$ cat config.mk
export PLATFORM = sky130hd
export DESIGN_NAME = io_tx_arbiter
export DESIGN_NICKNAME = d
export VERILOG_FILES = /design/src/rtl/io_tx_arbiter_pkg.sv /design/src/rtl/io_tx_arbiter_rr.sv /design/src/rtl/io_tx_arbiter.sv
export SDC_FILE = /design/constraint.sdc
export NUM_CORES = 1
export LEC_CHECK = 0
export ABC_AREA = 1
export CORE_ASPECT_RATIO = 1.4
export CORE_UTILIZATION = 42
export CTS_CLUSTER_DIAMETER = 120
export CTS_CLUSTER_SIZE = 24
export DETAILED_ROUTE_END_ITERATION = 7
export HOLD_SLACK_MARGIN = 0.02
export MAX_ROUTING_LAYER = met4
export PLACE_DENSITY = 0.79
export SETUP_SLACK_MARGIN = 0.2
export SYNTH_ARGS = -nofsm -noshare
export SYNTH_HDL_FRONTEND = slang
export SYNTH_SLANG_ARGS = --single-unit
$ cat constraint.sdc
create_clock -name clk -period 1.1 [get_ports clk]
set_input_delay 0.11 -clock clk [delete_from_list [all_inputs] [get_ports clk]]
set_output_delay 0.11 -clock clk [all_outputs]
set_load 0.01 [all_outputs]
$ cat src/rtl/io_tx_arbiter_pkg.sv
// Shared IO definitions: data width, processor port map and the TX arbiter FSM encoding.
package io_tx_arbiter_pkg;

  localparam int          IO_DATA_W       = 8;
  localparam logic [7:0]  UART_TX_PORT    = 8'h01;
  localparam logic [7:0]  RX_PRESENT_PORT = 8'h02;
  localparam logic [7:0]  TX_FULL_PORT    = 8'h03;

  typedef enum logic [1:0] {
    ST_IDLE   = 2'd0,
    ST_ISSUE  = 2'd1,
    ST_SETTLE = 2'd2
  } tx_state_e;

endpackage

$ cat src/rtl/io_tx_arbiter_rr.sv
// Two-requester round-robin grant; bit 0 = processor, bit 1 = debug.
module rr_arbiter2 (
  input  logic [1:0] req,
  input  logic       last,
  output logic [1:0] gnt
);

  // On a tie the requester that was not served last wins.
  always_comb begin
    gnt = 2'b00;
    case (req)
      2'b01:   gnt = 2'b01;
      2'b10:   gnt = 2'b10;
      2'b11:   gnt = last ? 2'b01 : 2'b10;
      default: gnt = 2'b00;
    endcase
  end

endmodule

$ cat src/rtl/io_tx_arbiter.sv
// Merges processor IO writes and a debug byte stream onto one UART transmitter,
// one byte per ISSUE/SETTLE round, round-robin on contention.
module io_tx_arbiter
  import io_tx_arbiter_pkg::*;
#(
  parameter int         DATA_W  = IO_DATA_W,
  parameter logic [7:0] TX_PORT = UART_TX_PORT
) (
  input  logic              clk,
  input  logic              reset,
  input  logic [7:0]        io_port_id,
  input  logic [DATA_W-1:0] io_write_data,
  input  logic              io_write_strobe,
  output logic              proc_pending,
  input  logic [DATA_W-1:0] dbg_data,
  input  logic              dbg_valid,
  output logic              dbg_ready,
  output logic [DATA_W-1:0] uart_tx_data,
  output logic              uart_write,
  input  logic              uart_tx_full,
  output logic              last_grant,
  output logic [7:0]        drop_count
);

  tx_state_e         state, state_nxt;
  logic              proc_occ, dbg_occ;
  logic [DATA_W-1:0] proc_q, dbg_q;
  logic [1:0]        gnt, gnt_q;
  logic              proc_hit, start;

  assign proc_hit     = io_write_strobe && (io_port_id == TX_PORT);
  assign start        = (proc_occ || dbg_occ) && !uart_tx_full;
  assign proc_pending = proc_occ;
  assign dbg_ready    = !dbg_occ;

  rr_arbiter2 u_rr (
    .req  ({dbg_occ, proc_occ}),
    .last (last_grant),
    .gnt  (gnt)
  );

  always_ff @(posedge clk or negedge reset) begin
    if (!reset) state <= ST_IDLE;
    else        state <= state_nxt;
  end

  always_comb begin
    state_nxt = state;
    case (state)
      ST_IDLE:   if (start) state_nxt = ST_ISSUE;
      ST_ISSUE:  state_nxt = ST_SETTLE;
      ST_SETTLE: state_nxt = ST_IDLE;
      default:   state_nxt = ST_IDLE;
    endcase
  end

  always_comb begin
    uart_write   = 1'b0;
    uart_tx_data = '0;
    if (state == ST_ISSUE) begin
      uart_write   = 1'b1;
      uart_tx_data = gnt_q[1] ? dbg_q : proc_q;
    end
  end

  // A register is cleared only in ISSUE while occupied, and captured only
  // while empty, so capture and clear never collide.
  always_ff @(posedge clk or negedge reset) begin
    if (!reset) begin
      proc_occ   <= 1'b0;
      proc_q     <= '0;
      dbg_occ    <= 1'b0;
      dbg_q      <= '0;
      gnt_q      <= 2'b00;
      last_grant <= 1'b1;
      drop_count <= 8'h00;
    end else begin
      if (state == ST_IDLE && start) gnt_q <= gnt;
      if (state == ST_ISSUE) begin
        if (gnt_q[0]) proc_occ <= 1'b0;
        if (gnt_q[1]) dbg_occ  <= 1'b0;
        last_grant <= gnt_q[1];
      end
      if (proc_hit && !proc_occ) begin
        proc_occ <= 1'b1;
        proc_q   <= io_write_data;
      end else if (proc_hit && proc_occ && drop_count != 8'hFF) begin
        drop_count <= drop_count + 8'h01;
      end
      if (dbg_valid && !dbg_occ) begin
        dbg_occ <= 1'b1;
        dbg_q   <= dbg_data;
      end
    end
  end

endmodule

### Yosys cells after proc, flatten, opt, wreduce, memory -nomap -nowiden

Cells that the tools add are included.

| storage, ports and cells | value |
|---|---|
| RAM bits | 0 |
| ROM bits | 0 |
| latch bits | 0 |
| input bits | 29 |
| memories | 0 |
| register bits | 31 |

| cells by class | value |
|---|---|
| multipliers | 0 |
| equality and inequality tests | 7 |
| shifts and indexed selects | 0 |
| add/subtract/negate cells | 1 |
| $lt $le $gt $ge | 0 |
| div/mod/pow operators | 0 |
| bitwise gates (word level) | 1 |
| reduce and logical (&&, ||, !) cells | 19 |
| muxes and demuxes | 13 |

Operators with widths:

| cell | number |
|---|---|
| two-way mux 8 bit | 2 |
| adder 8 x 1 -> 8 bit, second input constant | 1 |
| == test 8 x 1 -> 1 bit, second input constant | 1 |
| inequality test 8 bit, second input constant | 1 |
| nonzero test 2 bit | 4 |
| logical AND 1 bit | 7 |
| two-way mux 1 bit | 7 |
| one-hot mux 2 bit (3 select lines) | 1 |
| AND reduction 2 bit | 3 |
| == test 2 x 1 -> 1 bit, second input constant | 2 |
| == test 2 bit, second input constant | 2 |
| two-way mux 2 bit | 2 |
| one-hot mux 2 bit (2 select lines) | 1 |
| logical NOT 1 bit | 3 |
| logical NOT 2 bit | 1 |
| inequality test 2 bit, second input constant | 1 |
| logical OR 1 bit | 1 |
| inverter 1 bit | 1 |

### Longest topological paths before layout

Gate-level depths: netlist of the first run.

| logic depth | value |
|---|---|
| word-level depth | 5 |
| mapped depth | 7 |
| mapped depth without buffers | 7 |

### Modules after synthesis

Synthesis of the first run repeated with hierarchy kept, for this count alone.

| second synthesis, totals | value |
|---|---|
| cells, all modules | 188 |
| area total of the unflattened synthesis | 1,604.0 µm² |

Modules (own cells, without submodules):

| module | cells an instance | area an instance (µm²) | instances | sequential area each (µm²) |
|---|---|---|---|---|
| io_tx_arbiter | 183 | 1,582.8 | 1 | 777.0 |
| rr_arbiter2 | 5 | 21.3 | 1 | 0.0 |

### Worst setup path before layout of the first run

Ideal clock, no wire load.

| path | value |
|---|---|
| path type | register -> register |
| from | register drop_count[0] |
| to | register drop_count[6] |
| path slack | -0.155 ns |
| buffers on the path | 0 |
| setup time | 0.117 ns |
| required time | 0.983 ns |
| cell stages (with the launch flop) | 8 |
| arrival time | 1.138 ns |
| path through | dfrtp_1 ha_1 nand3_2 inv_2 nand2_4 nand3_4 nand2_1 nand2_1 |

| between the ends | value |
|---|---|
| cells in the longest elaborated chain, start to end | 3 |

RTL lines:

| what | RTL line | RTL |
|---|---|---|
| from (decl) | io_tx_arbiter.sv:22 | `output logic [7:0] drop_count` |
| from (signal assigned) | io_tx_arbiter.sv:88 | `drop_count <= drop_count + 8'h01;` |
| branches (longest 3 deep; another with adder 8 x 1 -> 8 bit) | n/a |  |

Several ways; the timed one is not identified.
A chain may end at the register's enable or synchronous reset.

### Worst setup path after layout of the first run

| path | value |
|---|---|
| from | register state[1] |
| to | output uart_tx_data[0] |

| between the ends | value |
|---|---|
| cells in the longest elaborated chain, start to end | 2 |

RTL lines:

| what | RTL line | RTL |
|---|---|---|
| from (decl) | io_tx_arbiter.sv:25 | `tx_state_e state, state_nxt;` |
| from (signal assigned) | io_tx_arbiter.sv:44 | `else state <= state_nxt;` |
| == test 2 x 1 -> 1 bit | io_tx_arbiter.sv:60 | `if (state == ST_ISSUE) begin` |
| two-way mux 8 bit | io_tx_arbiter.sv:60 |  |
| to (decl) | io_tx_arbiter.sv:18 | `output logic [DATA_W-1:0] uart_tx_data,` |

Every way passes these cells.

==> results of run 1 <==
-- logic make-up (layout without fill, tap and decap cells) --
logic type | after synthesis | in the layout | share of synthesized area, %
mux | 8 | 8 | 5.65
fa+ha+maj | 1 | 1 | 0.785
flops | 31 | 31 | 48.7
compound gates | 16 | 16 | 5.18
buf+inv | 19 | 121 | 6.04
simple gates | 113 | 116 | 33.0
xor+xnor | 1 | 1 | 0.550
-- how the worst min path moves through the flow --
stage	endpoint	cells after the start	startpoint	slack (ns)
after floorplan	dbg_occ	0	reset	-0.19
after global placement	proc_q[1]	2	proc_q[1]	0.46
after detailed placement	proc_q[2]	2	proc_q[2]	0.46
after CTS	dbg_q[3]	2	reset	0.18
after global routing	dbg_q[3]	2	reset	0.20
final	dbg_q[3]	2	reset	0.17
-- cells in the mapped netlist, drive strengths merged (5+ instances only) --
cell type	n	share of area (%)
dfrtp	30	47
o21ai	6	1.9
inv	14	3.5
nor2	14	5.1
nand4	5	2.0
nand2	77	19
mux2	8	5.7
a21oi	9	2.8
nand3	15	6.1
buf	5	2.6
-- worst max-delay path: stages, from the launching register on --
cell,delay [ns]
dfrtp_1,0.41
nor2_4,0.16
clkinvlp_4,0.13
buf_6,0.15
a21oi_2,0.10
buf_2,0.14
-- metal layers --
layer	part of all wire (%)	routed length (µm)	GRT usage, %
met1	38	1930	28.4
met2	56	2810	48.4
met3	3.3	167	5.45
met4	2.5	125	12.0
met5	0	0	-
-- metrics by stage --
stage / instance area, µm² / hold WS (ns)
global route: 2900 / 0.204
floorplan: 1670 / -0.186
detailed placement: 2340 / 0.463
global placement: 2340 / 0.461
finish: 2900 / 0.175
CTS: 2740 / 0.183
-- layout by cell type, fill, tap and decap left out, drive strengths merged --
cell,instances
a21oi,9
dlymetal6s2s,2
xor2,1
nand3,15
clkinv,1
clkdlybuf4s50,20
ha,1
clkbuf,7
nand2,80
dfstp,1
nand4,5
clkinvlp,1
nor2,14
nor3,1
mux2,8
o21ai,6
dfrtp,30
inv,13
nand3b,1
buf,71
o21bai,1
dlygate4sd2,6
-- power groups by stage --
| stage | combinational [mW] | sequential, mW | clock [mW] |
|---|---|---|---|
| 3_3_place_gp | 1.61 | 1.61 | 0 |
| 4_1_cts | 2.28 | 1.63 | 0.877 |
| 3_5_place_dp | 1.63 | 1.63 | 0 |
| 5_1_grt | 2.72 | 1.68 | 0.932 |
| 6_report | 2.56 | 1.66 | 0.866 |
| 2_1_floorplan | 0.977 | 1.59 | 0 |
-- sequential cells by signal, indices dropped and copies added (netlist names) --
signal / cells
last_grant: 1
dbg_q: 8
dbg_occ: 1
state: 2
drop_count: 8
proc_q: 8
gnt_q: 2
proc_pending: 1
-- final cells by class --
class                      instances  area (µm²)  area share [%]
inverter                          14        63.8            2.20
tap                               42        52.6            1.81
multi-input combinational        142         983            33.9
timing repair buffer              99         942            32.4
clock inverter                     1        5.00           0.172
clock buffer                       7        76.3            2.63
sequential                        31         781            26.9
-- timing repair --
action	CTS	global route
hold buffers	0	0
cloned	3	0
buffers inserted	20	6
gates resized for setup	147	35
setup endpoints to repair	50	51
pin swaps	33	19
==> impl_results.md, run 1 <==
* Run status: finished with violations
* Failing checks: setup timing
* Grt total ovfl at 0
* Initial antenna violation count at 0
* First-pass GRT wire length at 7530 µm
* Reg2reg end: proc_pending
* Site row count at 26
* Deepest clock path buffer count at 2
* Antenna diode count at 0
* WP data arrival at ~1.4 ns
* Drt wl/cell at roughly 15 µm
* Pleak at about 1.5 nW
* EDFF count, synth at 0
* Main synth FF type: dfrtp_1
* Die X at 54.1 µm
* Area of the core at 3640 µm²
* Largest net degree at the start of global routing at 32
* Hold Fails Final Rpt at 0
* Final instance count without filler cells at 336
* Fmax at 676 MHz
* Fill cell count at 221
* Share of cells above drive strength 1 at 51.4%
* TritonCTS clock tree: yes
* Place WS at -0.442 ns
* Starting Density at a little over two fifths
* Dpl hpwl at 2810 µm
* Crit path kind: reg2out
* Setup_tns at -5.78 ns
* Path depth of the worst reg2reg path at 11
* Vias in the first global route at 1,662
* Power Density at approximately 1800 nW/µm²
* Clk pwr share at between 15 and 20%
* Slew margin rel. at 78.2%
* Switching pwr at 1.79 mW
* Total track usage at 27.3%
* Mapped Cells at 189
* VDD IR max at 1.46 mV
* HP Class: in2async
* Worst Tran Pin Value at 0.326 ns
* Mapped Nets at 219
* Min Clock Period, post-route at 1.48 ns
* I/O Pins at between 40 and 50
* Routed Antenna Nets at 0
* Critical R2R Launch: state[0]
* Worst EP required at 0.99 ns
* H-tree lvl count at 2
* DR vias/cell at 5.00
* DRT iter0 DRCs at 35
* Placed insts at about 300
* Synth-to-layout area growth at 82.2%
* Mapped Area at 1590 µm²
* Reg2reg setup slack at -0.30 ns
* Max Cap Viol at 0
* Clock sink count at 31
* Capture point of the critical path: uart_tx_data[0]
* Pre-Repair DR Iteration Count at 5
* Post-Route WL at 5040 µm
* Final worst path period share at 135%
* Reg power frac at 32.6%
* Sw Share at between 30% and 40%
* Final nets at 323
* Clock root buffer: clkbuf_8
* Worst-path clk slew at 0.06 ns
* Unrepaired setup endpoints after global routing: yes
* Area of the die at roughly 4000 µm²
* Final Skew at 0.00375 ns
* Buffers on Ports at 48
* Final core occ at between 70% and 80%
* Worst setup margin at -0.380 ns
* Drt drc at 0
* Pins over their slew limit at 0
* Clk_lat worst skew at 0.29 ns
* Yosys Warn Count at 0
* Maximum fanout along the worst path at 5
* Logic pwr share at about half
* Vias at approximately 1,700
* Yosys cell types at 28
* Die height at 74.9 µm
* Pwr Total at 5.08 mW
* Worst setup SP type: flop
* Number of buffers created by CTS at 5
* Global placement routability congestion at between 0.7 and 0.8
* Crit path capture type: output pin
* Cell internal pwr at about 3.3 mW
* Seq/Total Area, Yosys at about half
* Crit path from: state[1]
* Register bit total from synthesis at 31
* Avg Cell Area, Syn at 8.43 µm²
* Fraction of registers with async set/reset at between 90% and 100%
* Final setup violation count at 27
(Power assumes the default switching activity.)
==> run 2, diff against run 1 <==
- CORE_UTILIZATION: 42 -> 36
- CTS_CLUSTER_SIZE: 24 -> 28
- PLACE_DENSITY: 0.79 -> 0.7
- SLEW_MARGIN: default -> 5
==> run 2 against run 1 <==
Net effect: cell area decreased by 3.2%; die area up 16%; clock skew rose by 0.0014 ns; sequential power is essentially flat; highest routed layer unchanged; routed wire length fell by 2.7%; the run still ends with setup timing left; maximum frequency rose by 2.1%.
==> impl_results.md, run 2 (synthesis gave the netlist of run 1 again) <==
* Run status: finished with violations (unchanged)
* Failing checks: setup timing (unchanged)
* Min Clock Period, post-route at 1.45 ns (was 1.48 ns)
* Worst Tran Pin Value at 0.332 ns (was 0.326 ns)
* Final Skew at 0.00519 ns (was 0.00375 ns)
* Initial antenna violation count at 0 (unchanged)
* Crit path capture type: output pin (unchanged)
* Switching pwr at 1.66 mW (was 1.79 mW)
* DRT met1 WL at 1760 µm (was 1930 µm)
* Pre-Repair DR Iteration Count at 4 (was 5)
* Total track usage at 23.0% (was 27.3%)
* Met3 Wirelength at 117 µm (was 167 µm)
* Worst EP required at 0.99 ns (about the same)
* Final worst path period share at 132% (was 135%)
* Most frequent cells in the layout: nand2_1, buf_4, dfrtp_1 (was nand2_1, buf_6, dfrtp_1, buf_4, clkdlybuf4s50_1)
* Area of the die at 4700 µm² (was 4050 µm²)
* Clk pwr share at 19.0% (was 17.0%)
* CP max stage cell: dfrtp_1 (unchanged)
* HP Class: in2async (unchanged)
* Pins over their slew limit at 0 (unchanged)
* TritonCTS clock tree: yes (unchanged)
* Slew margin rel. at 77.8% (was 78.2%)
* Area of the core at 4240 µm² (was 3640 µm²)
* Worst setup SP type: flop (unchanged)
* Logic pwr share at 46.4% (was 50.4%)
* Vias at 1,632 (was 1,680)
* Share of cells above drive strength 1 at 49.3% (was 51.4%)
* Dpl hpwl at 2960 µm (was 2810 µm)
* Routed wl met2 at 2950 µm (was 2810 µm)
* Placed insts at 317 (was 299)
* Most common cell after layout, fill and taps aside: nand2_1 (unchanged)
* Vias in the first global route at 1,705 (was 1,662)
* Power Density at 1680 nW/µm² (was 1750 nW/µm²)
* Routed Antenna Nets at 0 (unchanged)
* Site row count at 28 (was 26)
* Worst-path clk slew at 0.07 ns (was 0.06 ns)
* Clock root buffer: clkbuf_8 (unchanged)
* Die height at 80.7 µm (was 74.9 µm)
* Final core occ at 66.3% (was 79.7%)
* DRT iter0 DRCs at 42 (was 35)
* Clk_lat worst skew at 0.28 ns (was 0.29 ns)
* Deepest clock path buffer count at 2 (unchanged)
* Drt wl/cell at 14.1 µm (was 15.0 µm)
* Cell internal pwr at 3.08 mW (was 3.29 mW)
* WP data arrival at 1.34 ns (was 1.37 ns)
* Sw Share at 35.0% (was 35.3%)
* VDD IR max at 0.763 mV (was 1.46 mV)
* I/O Pins at 49 (unchanged)
* Setup_tns at -4.98 ns (was -5.78 ns)
* Number of buffers created by CTS at 5 (unchanged)
* First-pass GRT wire length at 7830 µm (was 7530 µm)
* Fmax at 690 MHz (was 676 MHz)
* Reg power frac at 34.7% (was 32.6%)
* Critical path cell sequence: nor2_4 -> clkinvlp_4 -> buf_12 -> a21oi_2 -> buf_2 (was nor2_4 -> clkinvlp_4 -> buf_6 -> a21oi_2 -> buf_2)
* Unrepaired setup endpoints after global routing: yes (unchanged)
* Starting Density at 37.6% (was 43.8%)
* Worst setup margin at -0.349 ns (was -0.380 ns)
* Antenna diode count at 0 (unchanged)
* DR vias/cell at 4.69 (was 5.00)
* Final setup violation count at 23 (was 27)
* Grt total ovfl at 0 (unchanged)
* Final instance count without filler cells at 348 (was 336)
* Post-Route WL at 4900 µm (was 5040 µm)
* Largest net degree at the start of global routing at 32 (unchanged)
* Clock sink count at 31 (unchanged)
* Final nets at 318 (was 323)
* Worst Hold Margin at 0.201 ns (was 0.175 ns)
* Hold Fails Final Rpt at 0 (unchanged)
* Buffers on Ports at 48 (unchanged)
* Drt drc at 0 (unchanged)
* Max incr delay on CP at 0.40 ns (was 0.41 ns)
* Crit path kind: reg2out (unchanged)
* DR top layer: met4 (unchanged)
* Max Cap Viol at 0 (unchanged)
* Global placement routability congestion at 0.810 (was 0.773)
* Biggest regs: dbg_q (8), drop_count (8), proc_q (8) (unchanged)
* H-tree lvl count at 2 (unchanged)
* Die X at 58.2 µm (was 54.1 µm)
* Pleak at 1.39 nW (was 1.46 nW)
* Synth-to-layout area growth at 76.3% (was 82.2%)
* Maximum fanout along the worst path at 9 (was 5)
run 2: cell count changes in the layout (fill, tap and decap cells not counted), sizes merged:
cell	change
dlygate4sd2	+2
dlymetal6s2s	-2
buf	-4
clkbuf	-1
nand2	-1
run 2: path summary, 6_finish.rpt:
| check | start | end | slack (ns) | depth (start not counted) |
|---|---|---|---|---|
| max reg2reg | drop_count[0] | drop_count[3] | -0.20 | 7 |
| max in group asynchronous | reset | last_grant | 0.66 | 2 |
| max | state[1] | uart_tx_data[7] | -0.35 | 5 |
| min | reset | dbg_q[0] | 0.20 | 2 |
| min reg2reg | proc_q[2] | proc_q[2] | 0.48 | 2 |
| min in group clk | io_write_data[3] | proc_q[3] | 0.40 | 3 |
run 2: repair_timing:
action / 4_1_cts / 5_1_grt
buffers inserted: 18 / 4
pin swaps: 34 / 6
cloned: 2 / 0
gates resized for setup: 145 / 14
hold buffers: 0 / 0
setup endpoints to repair: 50 / 51
run 2: layout make-up:
class,instances,area (µm²)
fillers,345,1430
multi-input cells,141,948
repair buffers,95,856
flip-flops and latches,31,779
clock buffers,6,82.6
well taps,60,75.1
inverters,14,63.8
clock inverters,1,5.00
run 2: critical path: cells and delay by family, from the launching register on:
kind            cells  cell delay (ns)
compound gates      1             0.09
buf+inv             3             0.40
flops               1             0.40
simple gates        1             0.15
run 2: power groups by stage:
stage | Clock [mW] | Sequential (mW) | Combinational [mW]
after floorplan | 0 | 1.59 | 0.977
after global placement | 0 | 1.61 | 1.63
after detailed placement | 0 | 1.62 | 1.67
after CTS | 0.918 | 1.62 | 2.09
after global routing | 0.980 | 1.67 | 2.36
final | 0.897 | 1.64 | 2.19
run 2: layer usage:
metal	vias to the layer above	global-route usage [%]
met4	0	8.33
met2	31	43.6
li1	803	-
met1	789	23.0
met3	9	4.14
met5	-	-
run 2: metrics by stage:
stage	power (mW)	worst slack, ns	area, µm²
6_report	4.73	-0.349	2810
5_1_grt	5.01	-0.396	2810
4_1_cts	4.63	-0.333	2740
3_5_place_dp	3.29	-0.461	2370
3_3_place_gp	3.24	-0.426	2370
2_1_floorplan	2.57	-0.119	1670
